===== src/rtl/mips_pkg.sv =====
`default_nettype none
// ============================================================================
//  Module      : mips_pkg
//  Description : Shared constants and types for the register-file write-back
//                path: data/address widths, the hard-wired zero register and
//                the write-back requester encoding.
//  Revision    : 1.0  initial release
// ============================================================================
package mips_pkg;

  localparam int DATA_W = 32;
  localparam int ADDR_W = 5;

  localparam logic [4:0] REG_ZERO = 5'd0;

  // Which producer owns the register-file write port this cycle.
  typedef enum logic [1:0] {
    REQ_NONE = 2'd0,
    REQ_ALU  = 2'd1,
    REQ_MEM  = 2'd2
  } req_e;

endpackage
`default_nettype wire


===== src/rtl/wb_scoreboard.sv =====
`default_nettype none
// ============================================================================
//  Module      : wb_scoreboard
//  Description : Pending-write scoreboard for the register file. One bit per
//                architectural register marks an outstanding producer. Decode
//                probes three registers and gets a combinational stall.
//  Ports       : clk, rst            clock, synchronous active-high reset
//                set_en, set_addr    mark a register as pending (issue)
//                clr_en, clr_addr    retire a pending register (write-back)
//                rs/rt/rd_addr       decode probes
//                stall               any probed register is pending
//  Revision    : 1.0  initial release
// ============================================================================
module wb_scoreboard #(
  parameter int ADDR_W = 5
) (
  input  logic              clk,
  input  logic              rst,
  input  logic              set_en,
  input  logic [ADDR_W-1:0] set_addr,
  input  logic              clr_en,
  input  logic [ADDR_W-1:0] clr_addr,
  input  logic [ADDR_W-1:0] rs_addr,
  input  logic [ADDR_W-1:0] rt_addr,
  input  logic [ADDR_W-1:0] rd_addr,
  output logic              stall
);

  localparam int NREGS = 1 << ADDR_W;

  logic [NREGS-1:0] r_pending;
  logic [NREGS-1:0] w_set_mask;
  logic [NREGS-1:0] w_clr_mask;

  // Register 0 never becomes pending: its mask bits are tied low so the
  // stored bit can only ever reset to and stay at zero.
  generate
    for (genvar i = 0; i < NREGS; i++) begin : g_bit
      if (i == 0) begin : g_zero
        assign w_set_mask[i] = 1'b0;
        assign w_clr_mask[i] = 1'b0;
      end else begin : g_reg
        assign w_set_mask[i] = set_en && (set_addr == ADDR_W'(i));
        assign w_clr_mask[i] = clr_en && (clr_addr == ADDR_W'(i));
      end
    end
  endgenerate

  // Set is applied after clear, so a new producer issued on the same edge
  // that retires the old one keeps the register outstanding.
  always_ff @(posedge clk) begin
    if (rst) begin
      r_pending <= '0;
    end else begin
      r_pending <= (r_pending & ~w_clr_mask) | w_set_mask;
    end
  end

  // Gated with rst so decode sees no hazard during the reset cycle itself,
  // before the cleared vector has been loaded.
  assign stall = !rst && (r_pending[rs_addr] | r_pending[rt_addr] | r_pending[rd_addr]);

endmodule
`default_nettype wire


===== src/rtl/regfile_wb_sched.sv =====
`default_nettype none
// ============================================================================
//  Module      : regfile_wb_sched
//  Description : Write-back scheduler for the 32x32 register file. Arbitrates
//                the ALU and load producers onto the single write port (load
//                has priority, ALU is force-granted after STARVE_MAX denials),
//                registers the write command and tracks pending writes so
//                decode can stall on RAW/WAW hazards.
//  Ports       : clk, rst                       clock, sync active-high reset
//                alu_valid/addr/data, alu_ready ALU write-back handshake
//                mem_valid/addr/data, mem_ready load write-back handshake
//                rf_we, rf_waddr, rf_wdata      registered write command
//                issue_valid, issue_dst         decode issue (sets pending)
//                rs/rt/rd_addr, stall           hazard probes and stall
//  Revision    : 1.0  initial release
// ============================================================================
module regfile_wb_sched #(
  parameter int DATA_W     = mips_pkg::DATA_W,
  parameter int ADDR_W     = mips_pkg::ADDR_W,
  parameter int STARVE_MAX = 3
) (
  input  logic              clk,
  input  logic              rst,
  input  logic              alu_valid,
  input  logic [ADDR_W-1:0] alu_addr,
  input  logic [DATA_W-1:0] alu_data,
  output logic              alu_ready,
  input  logic              mem_valid,
  input  logic [ADDR_W-1:0] mem_addr,
  input  logic [DATA_W-1:0] mem_data,
  output logic              mem_ready,
  output logic              rf_we,
  output logic [ADDR_W-1:0] rf_waddr,
  output logic [DATA_W-1:0] rf_wdata,
  input  logic              issue_valid,
  input  logic [ADDR_W-1:0] issue_dst,
  input  logic [ADDR_W-1:0] rs_addr,
  input  logic [ADDR_W-1:0] rt_addr,
  input  logic [ADDR_W-1:0] rd_addr,
  output logic              stall
);

  import mips_pkg::*;

  localparam logic [2:0]        C_STARVE_MAX = 3'(STARVE_MAX);
  localparam logic [ADDR_W-1:0] C_REG_ZERO   = ADDR_W'(REG_ZERO);

  req_e              w_winner;
  logic              w_alu_starved;
  logic [ADDR_W-1:0] w_grant_addr;
  logic [DATA_W-1:0] w_grant_data;
  logic              w_grant_we;
  logic [2:0]        r_starve_cnt;

  assign w_alu_starved = (r_starve_cnt == C_STARVE_MAX);

  // Load wins by default; a starved ALU overrides it. Nothing is granted
  // while rst is high so no transfer can be lost across a reset.
  always_comb begin
    w_winner = REQ_NONE;
    if (!rst) begin
      if (alu_valid && (w_alu_starved || !mem_valid)) begin
        w_winner = REQ_ALU;
      end else if (mem_valid) begin
        w_winner = REQ_MEM;
      end
    end
  end

  assign alu_ready = (w_winner == REQ_ALU);
  assign mem_ready = (w_winner == REQ_MEM);

  always_comb begin
    w_grant_addr = mem_addr;
    w_grant_data = mem_data;
    if (w_winner == REQ_ALU) begin
      w_grant_addr = alu_addr;
      w_grant_data = alu_data;
    end
  end

  // A grant to register 0 completes the handshake but produces no write.
  assign w_grant_we = (w_winner != REQ_NONE) && (w_grant_addr != C_REG_ZERO);

  // Write command register: address/data only move on a real write so the
  // register-file port sees stable values between writes.
  always_ff @(posedge clk) begin
    if (rst) begin
      rf_we    <= 1'b0;
      rf_waddr <= '0;
      rf_wdata <= '0;
    end else begin
      rf_we <= w_grant_we;
      if (w_grant_we) begin
        rf_waddr <= w_grant_addr;
        rf_wdata <= w_grant_data;
      end
    end
  end

  // Counts consecutive cycles the ALU is kept waiting.
  always_ff @(posedge clk) begin
    if (rst) begin
      r_starve_cnt <= 3'd0;
    end else if (!alu_valid || alu_ready) begin
      r_starve_cnt <= 3'd0;
    end else if (r_starve_cnt != C_STARVE_MAX) begin
      r_starve_cnt <= r_starve_cnt + 3'd1;
    end
  end

  // The retiring write is the one visible on the port this cycle, so the
  // pending bit drops at the edge that closes it.
  wb_scoreboard #(
    .ADDR_W (ADDR_W)
  ) u_scoreboard (
    .clk      (clk),
    .rst      (rst),
    .set_en   (issue_valid && (issue_dst != C_REG_ZERO)),
    .set_addr (issue_dst),
    .clr_en   (rf_we),
    .clr_addr (rf_waddr),
    .rs_addr  (rs_addr),
    .rt_addr  (rt_addr),
    .rd_addr  (rd_addr),
    .stall    (stall)
  );

endmodule
`default_nettype wire


===== config.mk =====
export PLATFORM = sky130hd
export DESIGN_NAME = regfile_wb_sched
export DESIGN_NICKNAME = d
export VERILOG_FILES = /design/src/rtl/mips_pkg.sv /design/src/rtl/wb_scoreboard.sv /design/src/rtl/regfile_wb_sched.sv
export SDC_FILE = /design/constraint.sdc
export NUM_CORES = 1
export LEC_CHECK = 0
export ABC_AREA = 1
export CORE_MARGIN = 2
export CORE_UTILIZATION = 40
export CTS_BUF_LIST = sky130_fd_sc_hd__clkbuf_8 sky130_fd_sc_hd__clkbuf_16
export DETAILED_ROUTE_END_ITERATION = 7
export DONT_BUFFER_PORTS = 1
export HOLD_SLACK_MARGIN = 0.05
export MAX_ROUTING_LAYER = met4
export PLACE_DENSITY_LB_ADDON = 0.08
export RECOVER_POWER = 25
export SLEW_MARGIN = 20
export SYNTH_ARGS = -nofsm -noshare
export SYNTH_HDL_FRONTEND = slang
export SYNTH_SLANG_ARGS = --single-unit

===== constraint.sdc =====
create_clock -name clk -period 4 [get_ports clk]
set_input_delay 0.8 -clock clk [delete_from_list [all_inputs] [get_ports clk]]
set_output_delay 0.8 -clock clk [all_outputs]
set_load 0.02 [all_outputs]

==> flow_summary.json <==
{
  "ant_nets": 0,
  "rows": 38,
  "dp_cells": 858,
  "clkSinkCount": 72,
  "hold_ws_ns": 0.432,
  "first_pass_iters": 7,
  "cap_violations": 0,
  "dieWidth_um": 109,
  "power-per-cell-area_mw_per_mm2": 350,
  "numCtsBuffers": 9,
  "crit_fanout": 17,
  "coreArea_mm2": 0.0108,
  "critPathMaxStageDelay_ns": 0.39,
  "track_usage_pct": 23.3,
  "p_leak_nw": 2.01,
  "tightest_slew_ns": 0.812,
  "area_growth_pct": 4.31,
  "fin_ws_ns": 1.13,
  "yosys_register_bits": 72,
  "seq_area_frac_synth_pct": 32.5,
  "die_h_um": 109,
  "min_from": "r_starve_cnt[0]$_SDFFE_PP0N_",
  "post_drt_wl_per_cell_um": 15.1,
  "maxSlewHeadroom_pct": 45.8,
  "insertion_delay_ns": 0.34,
  "yosysTopAreaCell": "dfxtp_1",
  "dieArea_mm2": 0.0120,
  "portBuffers": 0,
  "status": "complete, no violations",
  "synthCells": 754,
  "fin_area_mm2": 0.00463,
  "yosysUniqueCellTypes": 23,
  "ir_worst_vdd_v": 0.000148,
  "r2r_slack_ns": 1.50,
  "setup_violations": 0,
  "dp_slack_ns": 1.15,
  "drc": 0,
  "reg2reg_to": "rf_wdata[12]$_SDFFE_PP0P_",
  "layout.cells.non_filler": 874,
  "critPathCapture": "stall",
  "drive_above_1_share_pct": 7.22,
  "placed_area_mm2": 0.00443,
  "finClkSkew_ns": 0.00686,
  "synth_nets": 855,
  "cpLargestDelayFamily": "simple AND/OR/NAND/NOR gates",
  "p_total_mw": 1.62,
  "slowest_stage": "a21oi_1",
  "h-tree-depth": 3,
  "start_util_pct": 40.9,
  "drtIter0Drc": 380,
  "clk_pin_slew_worst_paths_ns": 0.08,
  "cts_resized": 0,
  "nets": 830,
  "n_antenna_cell": 0,
  "synth_area_mm2": 0.00444,
  "synth_area_per_cell_um2": 5.89,
  "rsz0062_at_grt": "no",
  "critical_path_class": "input port to output port",
  "hold_class": "flop to flop",
  "grt_max_degree": 44,
  "min_period_over_period_pct": 71.6,
  "reg2reg_depth": 11,
  "final_common_cell": "nand2_1",
  "antenna_found_initial": 0,
  "final_cell_mix": "270 x nand2_1, 92 x nand3_1, 72 x dfxtp_1",
  "fmax_mhz": 349,
  "yosysWarningCount": 0,
  "tritoncts": "yes",
  "critical_path.startpoint": "rd_addr[0]",
  "path_buf_inv": 2,
  "io-pin-count": 140,
  "gr-total-overflow": 0,
  "grt_pass1_wl_um": 20800,
  "cp_cell_sequence": "inv_1 -> nand2_1 -> nand3_1 -> nand3_1 -> nand2_1 -> nand2_1 -> nand2_1 -> nand2_1 -> nand2_1 -> inv_1 -> a21oi_1",
  "hpwl_um": 9760,
  "hold_violations": 0,
  "final_util_pct": 42.7,
  "cp.required_ns": 3.20,
  "root_buffer": "clkbuf_8",
  "fin_crit_ns": 2.87,
  "cts_hold_buf": 0,
  "critPathArrivalTime_ns": 2.07,
  "viasPerCell": 5.17,
  "end_kind": "output port",
  "synth.top_cells.by_area": "dfxtp_1 32%, nand2_1 23%, nand3_1 10%",
  "vias": 4521,
  "post_cts_buffers": 0,
  "grt_pass1_vias": 4031,
  "routed_wl_um": 13200,
  "netlist.area_leader.share_pct": 32.5,
  "fin_tns_setup_ns": 0,
  "critical_path_depth": 11,
  "gp_congestion": 0.915,
  "slew_violations": 0,
  "r2r-start": "r_starve_cnt[0]$_SDFFE_PP0N_",
  "cp_common_cell": "nand2_1",
  "cts_buffer_depth": 2,
  "startpoint_type": "input port"
}
==> cell type report <==
class / count / area [µm²]
inverter: 70 / 265
sequential: 72 / 1440
clock inverter: 7 / 72.6
tap: 140 / 175
fill: 1194 / 6210
clock buffer: 9 / 124
timing repair buffer: 2 / 15.0
multi-input combinational: 574 / 2540
==> report_power, final <==
part / total [mW] / internal, mW / leakage, nW / switching, mW
clock: 0.578 / 0.289 / 0.101 / 0.289
combinational: 0.217 / 0.0770 / 1.32 / 0.139
sequential: 0.827 / 0.752 / 0.590 / 0.0755
==> worst min path at each step <==
stage / to / cells after the start
global route: r_starve_cnt[0]$_SDFFE_PP0N_ / 1
detailed placement: r_starve_cnt[0]$_SDFFE_PP0N_ / 1
CTS: r_starve_cnt[0]$_SDFFE_PP0N_ / 1
finish: r_starve_cnt[0]$_SDFFE_PP0N_ / 1
floorplan: r_starve_cnt[0]$_SDFFE_PP0N_ / 1
global placement: r_starve_cnt[0]$_SDFFE_PP0N_ / 1
==> metal layers <==
| layer | GRT usage, % | vias up | wire length, µm | part of all wire (%) |
|---|---|---|---|---|
| li1 | - | 2324 | - | - |
| met1 | 31.0 | 1994 | 5880 | 45 |
| met2 | 34.9 | 181 | 5900 | 45 |
| met3 | 5.57 | 22 | 1080 | 8.2 |
| met4 | 7.96 | 0 | 315 | 2.4 |
| met5 | - | - | 0 | 0 |
==> state kept, by name, summed over array words and instances, names as in the netlist <==
register / count
u_scoreboard.r_pending: 31
rf_we: 1
r_starve_cnt: 3
rf_wdata: 32
rf_waddr: 5
==> Yosys cell counts <==
| master | number |
|---|---|
| inv_1 | 68 |
| o21ai_4 | 1 |
| nor2_1 | 63 |
| dfxtp_1 | 72 |
| nand3b_1 | 1 |
| o21ai_0 | 51 |
| buf_6 | 7 |
| a211oi_1 | 1 |
| nand2_1 | 270 |
| buf_1 | 5 |
| inv_2 | 1 |
| or2_2 | 2 |
| o21ai_1 | 16 |
| nor2_2 | 30 |
| nand4_1 | 1 |
| nand3_1 | 92 |
| nand2_2 | 1 |
| ha_1 | 2 |
| inv_4 | 1 |
| nand2_4 | 1 |
| nor3_1 | 3 |
| clkbuf_1 | 26 |
| a21oi_1 | 39 |
==> kinds of logic after synthesis <==
family                     synth area share, %
AOI/OAI and AO/OA                         12.5
adders and majority gates                0.564
buffers and inverters                     10.4
DFF                                       32.5
and+or+nand+nor                           44.1
Power figures use the tool's default switching activity.
